**config.mk**
```make
export PLATFORM = sky130hd
export DESIGN_NAME = gemm_tile_sequencer
export DESIGN_NICKNAME = d
export VERILOG_FILES = /design/src/rtl/gemm_tile_sequencer.sv
export SDC_FILE = /design/constraint.sdc
export NUM_CORES = 1
export LEC_CHECK = 0
export ABC_CLOCK_PERIOD_IN_PS = 4420
export CAP_MARGIN = 20
export CORE_ASPECT_RATIO = 1.4
export CORE_MARGIN = 2
export CORE_UTILIZATION = 25
export CTS_CLUSTER_SIZE = 16
export DETAILED_ROUTE_END_ITERATION = 12
export PLACE_DENSITY_LB_ADDON = 0.15
export SKIP_LAST_GASP = 1
export SLEW_MARGIN = 20
export SYNTH_ARGS = -nofsm -noshare
export SYNTH_HDL_FRONTEND = slang
export SYNTH_SLANG_ARGS = --single-unit
```
**constraint.sdc**
```tcl
create_clock -name clk_i -period 4.42 [get_ports clk_i]
set_input_delay 1.105 -clock clk_i [delete_from_list [all_inputs] [get_ports clk_i]]
set_output_delay 1.105 -clock clk_i [all_outputs]
set_load 0.01 [all_outputs]
```
**src/rtl/gemm_tile_sequencer.sv**
```systemverilog
// -----------------------------------------------------------------------------
// gemm_tile_sequencer
//
// Purpose
//   Sequences one GEMM tile through a fixed-weight systolic datapath:
//     1. optionally load SA_SIZE weight rows (valid/ready),
//     2. stream num_rows activation rows (valid/ready),
//     3. drain the array with zero bubbles until every real row has emerged.
//   The sequencer owns the datapath's advance strobe and keeps its own
//   LAT-deep tag pipe, which says whether the row leaving the array is a real
//   result or a bubble. The datapath's own output_valid is not consulted.
//
// Ports
//   clk_i            clock
//   reset_i          synchronous active-high reset (aborts any tile in flight)
//   start_i          begin a tile; only looked at while idle
//   load_weights_i   with start_i: 1 = load weights first, 0 = reuse resident ones
//   num_rows_i       activation rows in the tile, captured on an accepted start
//   busy_o           high whenever the sequencer is not idle
//   done_o           one-cycle pulse at the end of the tile
//   w_valid_i        weight row available
//   w_ready_o        sequencer accepts weight rows (weight-load phase)
//   w_load_o         weight row w_row_idx_o is written this cycle
//   w_row_idx_o      index of the weight row being loaded
//   in_valid_i       activation row available
//   in_ready_o       activation row consumed this cycle when in_valid_i is high
//   sa_advance_o     datapath advance (should_advance_computation)
//   sa_bubble_o      datapath feeds zeros into the array on this advance
//   out_valid_o      row at the datapath output is a real result
//   out_ready_i      result sink accepts the row
//   out_last_o       out_valid_o for the final row of the tile
// -----------------------------------------------------------------------------
module gemm_tile_sequencer #(
  parameter int SA_SIZE = 4,
  parameter int ROW_W   = 16,
  localparam int IDX_W  = (SA_SIZE > 1) ? $clog2(SA_SIZE) : 1
) (
  input  logic             clk_i,
  input  logic             reset_i,
  input  logic             start_i,
  input  logic             load_weights_i,
  input  logic [ROW_W-1:0] num_rows_i,
  output logic             busy_o,
  output logic             done_o,
  input  logic             w_valid_i,
  output logic             w_ready_o,
  output logic             w_load_o,
  output logic [IDX_W-1:0] w_row_idx_o,
  input  logic             in_valid_i,
  output logic             in_ready_o,
  output logic             sa_advance_o,
  output logic             sa_bubble_o,
  output logic             out_valid_o,
  input  logic             out_ready_i,
  output logic             out_last_o
);

  // Advances from a row entering the array to its result at the output.
  localparam int LAT = 2 * SA_SIZE;

  typedef enum logic [2:0] {
    ST_IDLE   = 3'd0,
    ST_LOAD_W = 3'd1,
    ST_STREAM = 3'd2,
    ST_DRAIN  = 3'd3,
    ST_DONE   = 3'd4
  } state_e;

  state_e           state_q, state_d;
  logic [ROW_W-1:0] num_rows_q, num_rows_d;
  logic [ROW_W-1:0] issued_q, issued_d;
  logic [ROW_W-1:0] emitted_q, emitted_d;
  logic [IDX_W-1:0] w_idx_q, w_idx_d;
  logic [LAT-1:0]   tag_q, tag_d;

  logic out_valid_s;
  logic can_move_s;
  logic xfer_s;
  logic start_ok_s;
  logic last_w_s;
  logic rows_left_s;
  logic w_ready_s;
  logic w_load_s;
  logic in_ready_s;
  logic real_adv_s;
  logic sa_advance_s;
  logic sa_bubble_s;

  // The oldest tag slot corresponds to the row currently at the datapath output.
  assign out_valid_s = tag_q[LAT-1];

  // The whole array is one stall domain: nothing moves while a real result
  // sits at the output unaccepted, otherwise that result would be overwritten.
  assign can_move_s  = ~out_valid_s | out_ready_i;
  assign xfer_s      = out_valid_s & out_ready_i;
  assign start_ok_s  = (state_q == ST_IDLE) & start_i;
  assign last_w_s    = (w_idx_q == IDX_W'(SA_SIZE - 1));
  assign rows_left_s = (issued_q < num_rows_q);

  // State register.
  always_ff @(posedge clk_i) begin
    if (reset_i) begin
      state_q <= ST_IDLE;
    end else begin
      state_q <= state_d;
    end
  end

  // Next-state logic.
  always_comb begin
    state_d = state_q;
    case (state_q)
      ST_IDLE: begin
        if (start_i) begin
          state_d = load_weights_i ? ST_LOAD_W : ST_STREAM;
        end else begin
          state_d = ST_IDLE;
        end
      end
      ST_LOAD_W: begin
        if (w_load_s & last_w_s) begin
          state_d = ST_STREAM;
        end else begin
          state_d = ST_LOAD_W;
        end
      end
      ST_STREAM: begin
        // Leave as soon as the final row is consumed (issued_d already counts
        // it), so a tile of zero rows falls straight through to DRAIN.
        if (issued_d == num_rows_q) begin
          state_d = ST_DRAIN;
        end else begin
          state_d = ST_STREAM;
        end
      end
      ST_DRAIN: begin
        // Finish on the advance that pushes the last real row out.
        if (tag_d == {LAT{1'b0}}) begin
          state_d = ST_DONE;
        end else begin
          state_d = ST_DRAIN;
        end
      end
      ST_DONE: begin
        state_d = ST_IDLE;
      end
      default: begin
        state_d = ST_IDLE;
      end
    endcase
  end

  // Handshake and datapath-control outputs decoded from the current state.
  always_comb begin
    w_ready_s    = 1'b0;
    w_load_s     = 1'b0;
    in_ready_s   = 1'b0;
    real_adv_s   = 1'b0;
    sa_advance_s = 1'b0;
    sa_bubble_s  = 1'b0;
    case (state_q)
      ST_LOAD_W: begin
        w_ready_s = 1'b1;
        w_load_s  = w_valid_i;
      end
      ST_STREAM: begin
        in_ready_s = can_move_s & rows_left_s;
        real_adv_s = in_ready_s & in_valid_i;
        if (real_adv_s) begin
          sa_advance_s = 1'b1;
          sa_bubble_s  = 1'b0;
        end else if (xfer_s) begin
          // No input row but a result is leaving: shift in a bubble so the
          // accepted result is not presented again.
          sa_advance_s = 1'b1;
          sa_bubble_s  = 1'b1;
        end else begin
          sa_advance_s = 1'b0;
          sa_bubble_s  = 1'b0;
        end
      end
      ST_DRAIN: begin
        sa_advance_s = can_move_s & (|tag_q);
        sa_bubble_s  = 1'b1;
      end
      default: begin
        w_ready_s    = 1'b0;
        w_load_s     = 1'b0;
        in_ready_s   = 1'b0;
        real_adv_s   = 1'b0;
        sa_advance_s = 1'b0;
        sa_bubble_s  = 1'b0;
      end
    endcase
  end

  // Next values for the tile counters, weight index and tag pipe.
  always_comb begin
    num_rows_d = num_rows_q;
    issued_d   = issued_q;
    emitted_d  = emitted_q;
    w_idx_d    = w_idx_q;
    tag_d      = tag_q;
    if (start_ok_s) begin
      num_rows_d = num_rows_i;
      issued_d   = {ROW_W{1'b0}};
      emitted_d  = {ROW_W{1'b0}};
      w_idx_d    = {IDX_W{1'b0}};
      tag_d      = {LAT{1'b0}};
    end else begin
      if (real_adv_s) begin
        issued_d = issued_q + ROW_W'(1);
      end else begin
        issued_d = issued_q;
      end
      if (xfer_s) begin
        emitted_d = emitted_q + ROW_W'(1);
      end else begin
        emitted_d = emitted_q;
      end
      // Explicit return to zero after the last row keeps the index correct
      // for array sizes that are not a power of two.
      if (w_load_s) begin
        w_idx_d = last_w_s ? {IDX_W{1'b0}} : (w_idx_q + IDX_W'(1));
      end else begin
        w_idx_d = w_idx_q;
      end
      // The tag pipe moves in lockstep with the array: 1 marks a real row.
      if (sa_advance_s) begin
        tag_d = {tag_q[LAT-2:0], ~sa_bubble_s};
      end else begin
        tag_d = tag_q;
      end
    end
  end

  // Tile counters, weight index and tag pipe registers.
  always_ff @(posedge clk_i) begin
    if (reset_i) begin
      num_rows_q <= {ROW_W{1'b0}};
      issued_q   <= {ROW_W{1'b0}};
      emitted_q  <= {ROW_W{1'b0}};
      w_idx_q    <= {IDX_W{1'b0}};
      tag_q      <= {LAT{1'b0}};
    end else begin
      num_rows_q <= num_rows_d;
      issued_q   <= issued_d;
      emitted_q  <= emitted_d;
      w_idx_q    <= w_idx_d;
      tag_q      <= tag_d;
    end
  end

  assign busy_o       = (state_q != ST_IDLE);
  assign done_o       = (state_q == ST_DONE);
  assign w_ready_o    = w_ready_s;
  assign w_load_o     = w_load_s;
  assign w_row_idx_o  = w_idx_q;
  assign in_ready_o   = in_ready_s;
  assign sa_advance_o = sa_advance_s;
  assign sa_bubble_o  = sa_bubble_s;
  assign out_valid_o  = out_valid_s;
  // num_rows_q - 1 wraps for an empty tile, but out_valid is never set then.
  assign out_last_o   = out_valid_s & (emitted_q == (num_rows_q - ROW_W'(1)));

endmodule

```
# After elaboration in Yosys (flattened, before gate mapping)
# Cells that the tools add are included.
[word_totals]
ff_bits = 61
input_bits = 23
out_inout_bits = 11
wordCells = 53
[op_classes]
addsub = 4
magnitude_cmp = 1
eq_ne = 7
mux = 20
n_bitwise = 10
n_reduce_logical = 5
[ops]
columns = ["operator", "count"]
rows = [
  ["$add 16x1->16 const B", 2],
  ["$eq 16x16->1", 2],
  ["$mux 16", 2],
  ["$lt 16x16->1", 1],
  ["$mux 8", 2],
  ["$sub 16x1->16 const B", 1],
  ["$pmux 3 s4", 1],
  ["$logic_not 8->1", 1],
  ["$mux 1", 8],
  ["$mux 2", 4],
  ["$reduce_or 8->1", 1],
  ["$and 1x1->1", 7],
  ["$eq 3x2->1 const B", 2],
  ["$pmux 1 s2", 2],
  ["$eq 3x1->1 const B", 1],
  ["$eq 3x3->1 const B", 1],
  ["$logic_not 3->1", 1],
  ["$mux 3", 1],
  ["$reduce_bool 3->1", 1],
  ["$add 2x1->2 const B", 1],
  ["$eq 2x2->1 const B", 1],
  ["$not 1->1", 2],
  ["$reduce_or 2->1", 1],
  ["$or 1x1->1", 1],
]

# Longest topological paths before layout
# Gate-level depths: netlist (run 1).
[logic_depth]
ltp_word = 12
depth_mapped = 14
mapped_depth_nobuf = 11

# Least setup slack after synthesis (run 1)
# No wires, ideal clock.
[synth_timing]
path_kind = "flip-flop to output port"
startpoint = "register num_rows_q[13]"
endpoint = "output sa_advance_o"
t_arrival_ns = 2.636
required_time_ns = 3.315
slack_ns = 0.679
stages_incl_launch_ff = 12
n_path_buf = 3
path_cell_list = "dfxtp_1 > clkbuf_1 > inv_1 > ha_1 > nand4_1 > or3_4 > or3_1 > buf_2 > nand3_1 > and2_1 > clkbuf_1 > inv_1"
[synth_between]
elab_chain_cells = 5
[synth_lines]
columns = ["item", "line_no", "text"]
rows = [
  ["start: declaration", "70", "logic [ROW_W-1:0] num_rows_q, num_rows_d;"],
  ["start signal: assignment", "240", "num_rows_q <= {ROW_W{1'b0}};"],
  ["start signal: assignment", "246", "num_rows_q <= num_rows_d;"],
  ["$lt 16x16->1", "98", "assign rows_left_s = (issued_q < num_rows_q);"],
  ["$and 1x1->1", "167", "in_ready_s = can_move_s & rows_left_s;"],
  ["$and 1x1->1", "168", "real_adv_s = in_ready_s & in_valid_i;"],
  ["$mux 1", "169", "if (real_adv_s) begin"],
  ["$pmux 1 s2", "161", "case (state_q)"],
  ["end: declaration", "51", "output logic sa_advance_o,"],
]
# Every way passes these cells.

# Worst setup path in the final report (run 1)
[layout_timing]
startpoint = "register num_rows_q[11]"
endpoint = "output sa_bubble_o"
[layout_between]
elab_chain_cells = 5
[layout_lines]
columns = ["item", "line_no", "text"]
rows = [
  ["$lt 16x16->1", "98", ""],
  ["$and 1x1->1", "167", ""],
  ["$and 1x1->1", "168", ""],
  ["$mux 1", "169", ""],
  ["$pmux 1 s2", "161", ""],
  ["end: declaration", "52", "output logic sa_bubble_o,"],
]
# Every way passes these cells.

==> impl_metrics.yaml, run 1 <==
detailed_routing:
  drt_iter0_markers: 195
  drt-total-wl_mm: 12.6
  drt.antenna.violating_nets: 0
  drc: 0
  routed-via-count: 3909
  wire_per_inst_microns: 16.2
  firstDrtPassIters: 4
  via_per_inst: 5.04
layout:
  final_nets: 613
  diodes: 0
  final_cell_mix: "69 x nand2_1, 59 x dfxtp_1, 52 x nor2_1, 43 x a21oi_1, 33 x clkdlybuf4s50_1"
  filler_cell_count: 1699
  layout_commonest_cell: "nand2_1"
  final_area_sq_mm: 0.00499
  drive_above_1_share_pct: 8.51
  final_util_pct: 31.2
  syn2layout_area_growth_pct: 22.6
critical_path:
  required_ns: 3.31
  cp-end-kind: "primary output"
  cp_num_buf_inv: 2
  path_cells: "inv_1 -> ha_1 -> nand4_1 -> or3_4 -> or3_1 -> nand4_1 -> a21oi_1 -> nor2b_1 -> clkdlybuf4s50_1"
  crit_path_start: "num_rows_q[11]"
  worst_path_max_delay_cell: "clkdlybuf4s50_1"
  max_stage_delay_ns: 0.55
  path_common_cell: "nand4_1"
  r2r_end: "state_q[0]"
  cp_max_fo: 7
  r2r_cells: 13
  critPathKind: "register to primary output"
  start_kind: "register"
  worst_ep_arrival_time_ns: 3.12
  critical_path.top_delay_family: "simple AND/OR/NAND/NOR gates"
  timing.reg2reg.setup_slack_ns: 0.80
  r2r-start: "num_rows_q[11]"
  worst-path-stages: 9
sta:
  post-route-worst-setup-slack_ns: 0.196
  hold_viol: 0
  finalSetupViolCount: 0
  timing.fmax_ghz: 0.237
  slew_violations: 0
  fin_crit_sh_pct: 95.6
  slew_headroom_pct: 49.7
  worst_pin_slew_ns: 0.746
  setup_tns_ns: 0
  fin_skew_ns: 0.00603
  layout_min_cycle_time_ns: 4.22
  rsz0062_at_grt: "no"
floorplanning:
  die_height_microns: 155
  die_area_sq_mm: 0.0174
  row_count: 55
  io_pins: 34
  fp.coreArea_sq_mm: 0.0160
  initial_utilization_pct: 25.4
  die_w_microns: 112
logic_synthesis:
  syn_inst: 541
  syn_area_per_cell_sq_um: 7.53
  synth-adder-area-share_pct: 5.83
  synth-compound-area-share_pct: 17.0
  yosys_warnings: 0
  synthSimpleGateAreaFrac_pct: 30.6
  ys_seq_elements: 61
  synthXorXnorAreaFrac_pct: 8.60
  synthMuxAreaShare_pct: 2.70
  yosysSeqAreaShare_pct: 30.0
  synth_top_flop_cell: "dfxtp_1"
  syn-num-nets: 583
  synth_area_sq_mm: 0.00408
  synth_edf_count: 0
  synth_top_family_by_area: "simple AND/OR/NAND/NOR gates"
  ys_async_sr_fraction_pct: 0
  yosys.cell_types.count: 56
pwr:
  power.leakage_nw: 1.80
  ir_worst_vdd_mv: 0.129
  total_power_w: 0.00162
  power_density_mw_per_mm2: 324
worst_hold_path:
  whs_endpoint: "tag_q[7]"
  hold_path.class: "register to register"
  worstHoldStart: "tag_q[6]"
  hold_depth: 2
clock_network:
  cts_buffers: 9
  cts.sinks: 61
  clk-insertion-delay-late_ns: 0.33
  clkTransAtPathRegs_ns: 0.06
  h-tree-depth: 3
  cts_max_path_buffers: 2
  postCtsSetupBuffers: 0
  cts-root-buf: "clkbuf_16"
  cts_tree: "yes"
placement:
  placed_area_sq_mm: 0.00467
  place_congestion: 0.765
  pre_cts_slack_ns: 0.261
  dp_hpwl_mm: 9.77
  port_buffers: 33
global_route:
  grt_pass1_wl_mm: 20.3
  grt_max_degree: 22
  grt_usage_pct: 14.8
  grt-ovfl-total: 0
  grt_pass1_vias: 3879
  grt_antenna_before_repair: 0
status:
  status: "finished clean"
run:
  cap_violations: 0
-- stage by stage --
stage | hold WS (ns) | std cells
final | 0.491 | 775
after global routing | 0.544 | 775
after CTS | 0.494 | 775
after detailed placement | 0.483 | 759
after global placement | 0.487 | 759
after floorplan | 0.446 | 541
-- timing repair --
item | 4_1_cts | 5_1_grt
hold buffers | 0 | 0
resized for setup | 1 | 6
pin swaps | 0 | 0
cloned | 0 | 0
setup endpoints to repair | 1 | 3
-- routing by layer --
metal / vias up / global-route usage, % / routed length, microns / part of all wire, %
met2: 65 / 26.6 / 6650 / 53
met3: 14 / 2.10 / 473 / 3.8
met5: - / 0 / 0 / 0
met4: 0 / 6.53 / 250 / 2.0
met1: 1838 / 17.3 / 5220 / 41
li1: 1992 / - / - / -
-- flip-flops by register name (all words and copies together), names as in the netlist --
| signal | count |
|---|---|
| w_row_idx_o | 2 |
| tag_q | 8 |
| issued_q | 16 |
| state_q | 3 |
| emitted_q | 16 |
| num_rows_q | 16 |
-- cell families (layout without fill, tap and decap cells) --
group / Yosys count / after routing
simple gates: 248 / 248
compound gates: 107 / 107
flops: 61 / 61
buf+inv: 55 / 90
xor+xnor: 40 / 40
fa+ha+maj: 19 / 19
mux: 11 / 11
-- final cells by class --
type	instances	area, sq um	share of cell area [%]
sequential	61	1220	24.5
clock inverter	4	47.5	0.952
timing repair buffer	54	488	9.77
inverter	20	75.1	1.50
tap	199	249	4.98
clock buffer	12	246	4.93
multi-input combinational	425	2670	53.4
-- synthesized netlist by cell type, types with 3 or more instances --
| master | number | area share, % |
|---|---|---|
| nor2b_1 | 4 | 0.61 |
| nand2_1 | 69 | 6.4 |
| o21ai_0 | 21 | 2.6 |
| mux2i_1 | 11 | 2.7 |
| xnor2_1 | 23 | 4.9 |
| nor2_1 | 52 | 4.8 |
| nor3_1 | 20 | 2.5 |
| or3_1 | 9 | 1.4 |
| a31oi_1 | 5 | 0.77 |
| o21a_1 | 3 | 0.55 |
| xor2_1 | 17 | 3.7 |
| nor3b_1 | 5 | 0.92 |
| o311ai_0 | 3 | 0.64 |
| clkbuf_1 | 31 | 2.9 |
| o211ai_1 | 5 | 0.92 |
| and3_1 | 13 | 2.0 |
| ha_1 | 19 | 5.8 |
| o31a_1 | 4 | 0.86 |
| and2_1 | 8 | 1.2 |
| nand2b_1 | 3 | 0.46 |
| a21oi_1 | 43 | 5.3 |
| dfxtp_1 | 61 | 30 |
| nor4_1 | 11 | 1.7 |
| inv_1 | 20 | 1.8 |
| nand4_1 | 15 | 2.3 |
| nand3_1 | 25 | 3.1 |
-- worst min-delay path, cell delays in order, from the launching register on --
cell     delay, ns
dfxtp_1       0.32
nand2_1       0.06
a21oi_1       0.06
-- how the worst max path moves through the flow --
stage                         to  slack, ns
global placement      state_q[0]       0.26
finish               sa_bubble_o       0.20
CTS                   out_last_o       0.07
global route         sa_bubble_o       0.02
detailed placement    state_q[0]       0.26
floorplan           sa_advance_o       0.68
-- where the power goes --
part	switching, W	internal (W)
logic	0.000182	0.000135
registers	0.0000260	0.000566
clock network	0.000262	0.000450
total	0.000470	0.00115
No activity file was read; power rests on OpenSTA's default activity.
==> run 2, diff against run 1 <==
--- a/config.mk
+++ b/config.mk
@@ -12,9 +12,7 @@
 export CORE_UTILIZATION = 25
 export CTS_CLUSTER_SIZE = 16
 export DETAILED_ROUTE_END_ITERATION = 12
-export PLACE_DENSITY_LB_ADDON = 0.15
 export SKIP_LAST_GASP = 1
-export SLEW_MARGIN = 20
 export SYNTH_ARGS = -nofsm -noshare
 export SYNTH_HDL_FRONTEND = slang
 export SYNTH_SLANG_ARGS = --single-unit
==> run 2 against run 1 <==
  * Sequential share of layout area hardly changed
  * First-iteration DRC count grew 32%
  * Total power is 2.6% lower
  * Register-to-register slack gained 0.31 ns
  * Die area did not move
  * Routed wire length decreased by 6.6%
  * Clock skew grew 0.0034 ns
  * Clock power fell by 7.6%
  * Maximum frequency up 1.3%
  * Flip-flop and latch count did not move
  * Worst setup slack improved by 0.054 ns
  * Critical path type unchanged
  * Largest cell class unchanged
  * Highest routed layer unchanged
==> impl_metrics.yaml, run 2 (synthesized netlist as in run 1, its figures left out) <==
critical_path:
  cp_max_fo: 7
  required_ns: 3.31
  worst_ep_arrival_time_ns: 3.07
  cp-end-kind: "primary output"
  critPathKind: "register to primary output"
  start_kind: "register"
pwr:
  power_density_mw_per_mm2: 317
  ir_worst_vdd_mv: 0.154
  power_switching_w: 0.000464
  combPwrFrac_pct: 20.8
  netSwitchingFraction_pct: 29.4
  power.leakage_nw: 1.79
  intPower_w: 0.00111
  clkPwrFrac_pct: 41.7
  power_frac_seq_pct: 37.5
placement:
  pre_cts_slack_ns: 0.275
  port_buffers: 33
  dp_hpwl_mm: 9.08
  place_congestion: 0.911
layout:
  syn2layout_area_growth_pct: 22.3
  layout_commonest_cell: "nand2_1"
  final_cell_mix: "69 x nand2_1, 61 x dfxtp_1, 52 x nor2_1, 43 x a21oi_1, 33 x clkdlybuf4s50_1"
  final_nets: 611
  drive_above_1_share_pct: 8.36
  largest_registers: "emitted_q x16, issued_q x16, num_rows_q x16"
  diodes: 0
floorplanning:
  die_area_sq_mm: 0.0174
  io_pins: 34
  die_w_microns: 112
  row_count: 55
  die_height_microns: 155
  initial_utilization_pct: 25.4
  fp.coreArea_sq_mm: 0.0160
detailed_routing:
  wire_per_inst_microns: 15.2
  firstDrtPassIters: 4
  routed-via-count: 3897
  drt_iter0_markers: 258
  drc: 0
  drt.antenna.violating_nets: 0
  drt-total-wl_mm: 11.8
  via_per_inst: 5.04
clock_network:
  clk-insertion-delay-late_ns: 0.34
  h-tree-depth: 3
  cts.sinks: 61
  cts_max_path_buffers: 2
  cts_buffers: 9
  cts-root-buf: "clkbuf_16"
  clkTransAtPathRegs_ns: 0.06
  cts_tree: "yes"
sta:
  slew_violations: 0
  hold_viol: 0
  slew_headroom_pct: 52.3
  rsz0062_at_grt: "yes"
  fin_skew_ns: 0.00944
  timing.fmax_ghz: 0.240
  setup_tns_ns: 0
  fin_crit_sh_pct: 94.4
  worst_pin_slew_ns: 0.707
  layout_min_cycle_time_ns: 4.17
  post-route-worst-setup-slack_ns: 0.249
  finalSetupViolCount: 0
run:
  cap_violations: 0
global_route:
  grt-ovfl-total: 0
  grt_pass1_wl_mm: 19.2
  grt_antenna_before_repair: 0
  grt_usage_pct: 13.9
  grt_pass1_vias: 3944
  grt_max_degree: 31
status:
  status: "finished clean"
worst_hold_path:
  hold_path.class: "register to register"
[run 2: path summary, 6_finish.rpt]
path,cells past startpoint,start,endpoint,slack [ns]
min,2,tag_q[6],tag_q[7],0.47
min reg2reg,2,tag_q[6],tag_q[7],0.47
max reg2reg,11,num_rows_q[15],state_q[0],1.11
max,9,num_rows_q[15],sa_bubble_o,0.25
[run 2: metrics by stage]
step | power (W) | util, % | cells | hold slack (ns) | cell area (sq um)
final | 0.00158 | 31.1 | 773 | 0.472 | 4980
after global routing | 0.00165 | 31.1 | 773 | 0.512 | 4980
after CTS | 0.00158 | 30.9 | 772 | 0.479 | 4950
after detailed placement | 0.000917 | 29.1 | 756 | 0.474 | 4660
after global placement | 0.000917 | 29.1 | 756 | 0.477 | 4660
after floorplan | 0.000804 | - | 541 | 0.446 | 4080
[run 2: per-layer routing]
metal / track usage [%] / share of wire (%) / vias to the layer above
met5: 0 / 0 / -
met4: 8.70 / 4.5 / 0
met3: 1.91 / 2.2 / 28
met2: 26.4 / 54 / 52
met1: 14.2 / 39 / 1827
li1: - / - / 1990
[run 2: layout make-up]
class | count | area (sq um)
fill | 1700 | 11000
tap | 199 | 249
clock inverter | 4 | 22.5
clock buffer | 12 | 256
sequential | 61 | 1220
inverter | 20 | 75.1
multi-input combinational | 425 | 2680
timing repair buffer | 52 | 485
[run 2: what timing repair did]
| item | CTS | global route |
|---|---|---|
| setup endpoints to repair | 1 | 2 |
| pin swaps | 0 | 1 |
| resized for setup | 2 | 5 |
| setup buffers | 0 | 1 |
| hold buffers | 0 | 0 |
| cloned | 0 | 0 |
[run 2: power groups by stage]
stage / sequential [W] / clock, W / combinational (W)
6_report: 0.000591 / 0.000658 / 0.000329
5_1_grt: 0.000593 / 0.000697 / 0.000362
4_1_cts: 0.000589 / 0.000672 / 0.000320
3_5_place_dp: 0.000601 / 0 / 0.000316
3_3_place_gp: 0.000601 / 0 / 0.000316
2_1_floorplan: 0.000586 / 0 / 0.000219
[run 2: worst max-delay path: stages, from the launching register on]
cell	delay [ns]
dfxtp_1	0.50
inv_1	0.08
ha_1	0.33
nand4_1	0.15
or3_4	0.43
or3_4	0.39
nand4_1	0.11
a21oi_1	0.07
nor2b_1	0.13
clkdlybuf4s50_1	0.54
==> run 3, diff against run 2 <==
--- a/config.mk
+++ b/config.mk
@@ -12,6 +12,7 @@
 export CORE_UTILIZATION = 25
 export CTS_CLUSTER_SIZE = 16
 export DETAILED_ROUTE_END_ITERATION = 12
+export SETUP_SLACK_MARGIN = 0.4
 export SKIP_LAST_GASP = 1
 export SYNTH_ARGS = -nofsm -noshare
 export SYNTH_HDL_FRONTEND = slang
==> run 3 against run 2 <==
  * Critical path depth is 2 lower
  * Worst hold slack better by 0.0022 ns
  * Cell count stayed put
  * Routed wire length hardly changed
  * First-iteration DRC count is 25% lower
  * Clock skew is 0.00055 ns lower
  * Total power is 0.44% higher
  * Critical endpoint is now in_ready_o
  * Largest power group unchanged
==> impl_metrics.yaml, run 3 (synthesized netlist as in run 1, its figures left out) <==
layout:
  final_cell_mix: "69 x nand2_1, 54 x dfxtp_1, 52 x nor2_1, 43 x a21oi_1, 30 x clkdlybuf4s50_1"
  layout_commonest_cell: "nand2_1"
  drive_above_1_share_pct: 9.93
  final_util_pct: 31.2
  diodes: 0
  syn2layout_area_growth_pct: 22.9
  seq_area_sq_mm: 0.00123
  final_area_sq_mm: 0.00501
  largest_registers: "emitted_q x16, issued_q x16, num_rows_q x16"
  final_nets: 611
  filler_cell_count: 1703
  multi_input_area_sq_mm: 0.00269
clock_network:
  clkTransAtPathRegs_ns: 0.06
  cts_max_path_buffers: 2
  cts_tree: "yes"
  clk-insertion-delay-late_ns: 0.34
  cts_buffers: 9
  h-tree-depth: 3
  cts-root-buf: "clkbuf_16"
  cts.sinks: 61
critical_path:
  worst_ep_arrival_time_ns: 2.79
  start_kind: "input pin"
  cp_max_fo: 10
  cp-end-kind: "primary output"
  required_ns: 3.31
  critPathKind: "input pin to primary output"
detailed_routing:
  drt_iter0_markers: 194
  routed-via-count: 3907
  wire_per_inst_microns: 15.2
  via_per_inst: 5.05
  drt-total-wl_mm: 11.8
  firstDrtPassIters: 4
  drt.antenna.violating_nets: 0
  drc: 0
floorplanning:
  row_count: 55
  die_w_microns: 112
  io_pins: 34
  fp.coreArea_sq_mm: 0.0160
  die_area_sq_mm: 0.0174
  initial_utilization_pct: 25.4
  die_height_microns: 155
pwr:
  ir_worst_vdd_mv: 0.155
  power_density_mw_per_mm2: 316
  power.leakage_nw: 1.81
sta:
  worst_pin_slew_ns: 0.796
  fin_crit_sh_pct: 88.1
  fin_skew_ns: 0.00889
  hold_viol: 0
  layout_min_cycle_time_ns: 3.89
  post-route-worst-setup-slack_ns: 0.526
  finalSetupViolCount: 0
  slew_violations: 0
  rsz0062_at_grt: "no"
  slew_headroom_pct: 46.2
  timing.fmax_ghz: 0.257
  setup_tns_ns: 0
placement:
  port_buffers: 33
  placed_area_sq_mm: 0.00466
  pre_cts_slack_ns: 0.275
  place_congestion: 0.911
  dp_hpwl_mm: 9.08
global_route:
  grt_antenna_before_repair: 0
  grt_usage_pct: 13.9
  grt_pass1_wl_mm: 19.3
  grt-ovfl-total: 0
  grt_pass1_vias: 3954
  grt_max_degree: 31
status:
  status: "finished clean"
worst_hold_path:
  hold_path.class: "register to register"
run:
  cap_violations: 0
run 3: path summary, 6_finish.rpt:
kind                       start         end  slack [ns]  cells past startpoint
setup reg to reg  num_rows_q[11]  state_q[0]        1.20                     10
hold / removal          tag_q[6]    tag_q[7]        0.47                      2
setup / recovery     out_ready_i  in_ready_o        0.53                      7
hold reg to reg         tag_q[6]    tag_q[7]        0.47                      2
run 3: power breakdown:
group,internal [W],total (W),switching (W)
clock,0.000407,0.000659,0.000253
sequential,0.000567,0.000592,0.0000253
combinational,0.000144,0.000334,0.000189
total,0.00112,0.00158,0.000467
run 3: layer usage:
layer / part of all wire, % / wire, microns / vias up / GRT usage [%]
met5: 0 / 0 / - / 0
met4: 5.2 / 607 / 0 / 9.23
met3: 2.2 / 254 / 35 / 2.03
met2: 53 / 6240 / 56 / 26.2
met1: 40 / 4660 / 1824 / 14.1
li1: - / - / 1992 / -
run 3: worst max-delay path, cell delays in order:
cell	delay, ns
clkdlybuf4s50_1	0.46
nand2b_1	0.10
o2111a_1	0.18
buf_4	0.17
nand3_1	0.08
nor2_1	0.13
clkdlybuf4s50_1	0.55
run 3: per-stage QoR:
stage / total power, W / std cells / hold WS, ns
2_1_floorplan: 0.000804 / 541 / 0.446
6_report: 0.00158 / 773 / 0.474
3_3_place_gp: 0.000917 / 756 / 0.477
3_5_place_dp: 0.000917 / 756 / 0.474
4_1_cts: 0.00160 / 773 / 0.479
5_1_grt: 0.00166 / 773 / 0.512
run 3: cell type report:
type,instances,area share (%)
multi-input cells,425,53.7
flip-flops and latches,61,24.6
repair buffers,52,9.62
clock buffers,12,5.12
well taps,199,4.97
inverters,20,1.50
clock inverters,4,0.450
run 3: repair_timing:
| action | 4_1_cts | 5_1_grt |
|---|---|---|
| hold buffers | 0 | 0 |
| buffers inserted | 1 | 0 |
| gates resized for setup | 18 | 3 |
| pin swaps | 2 | 0 |
| endpoints found under the setup margin | 4 | 1 |
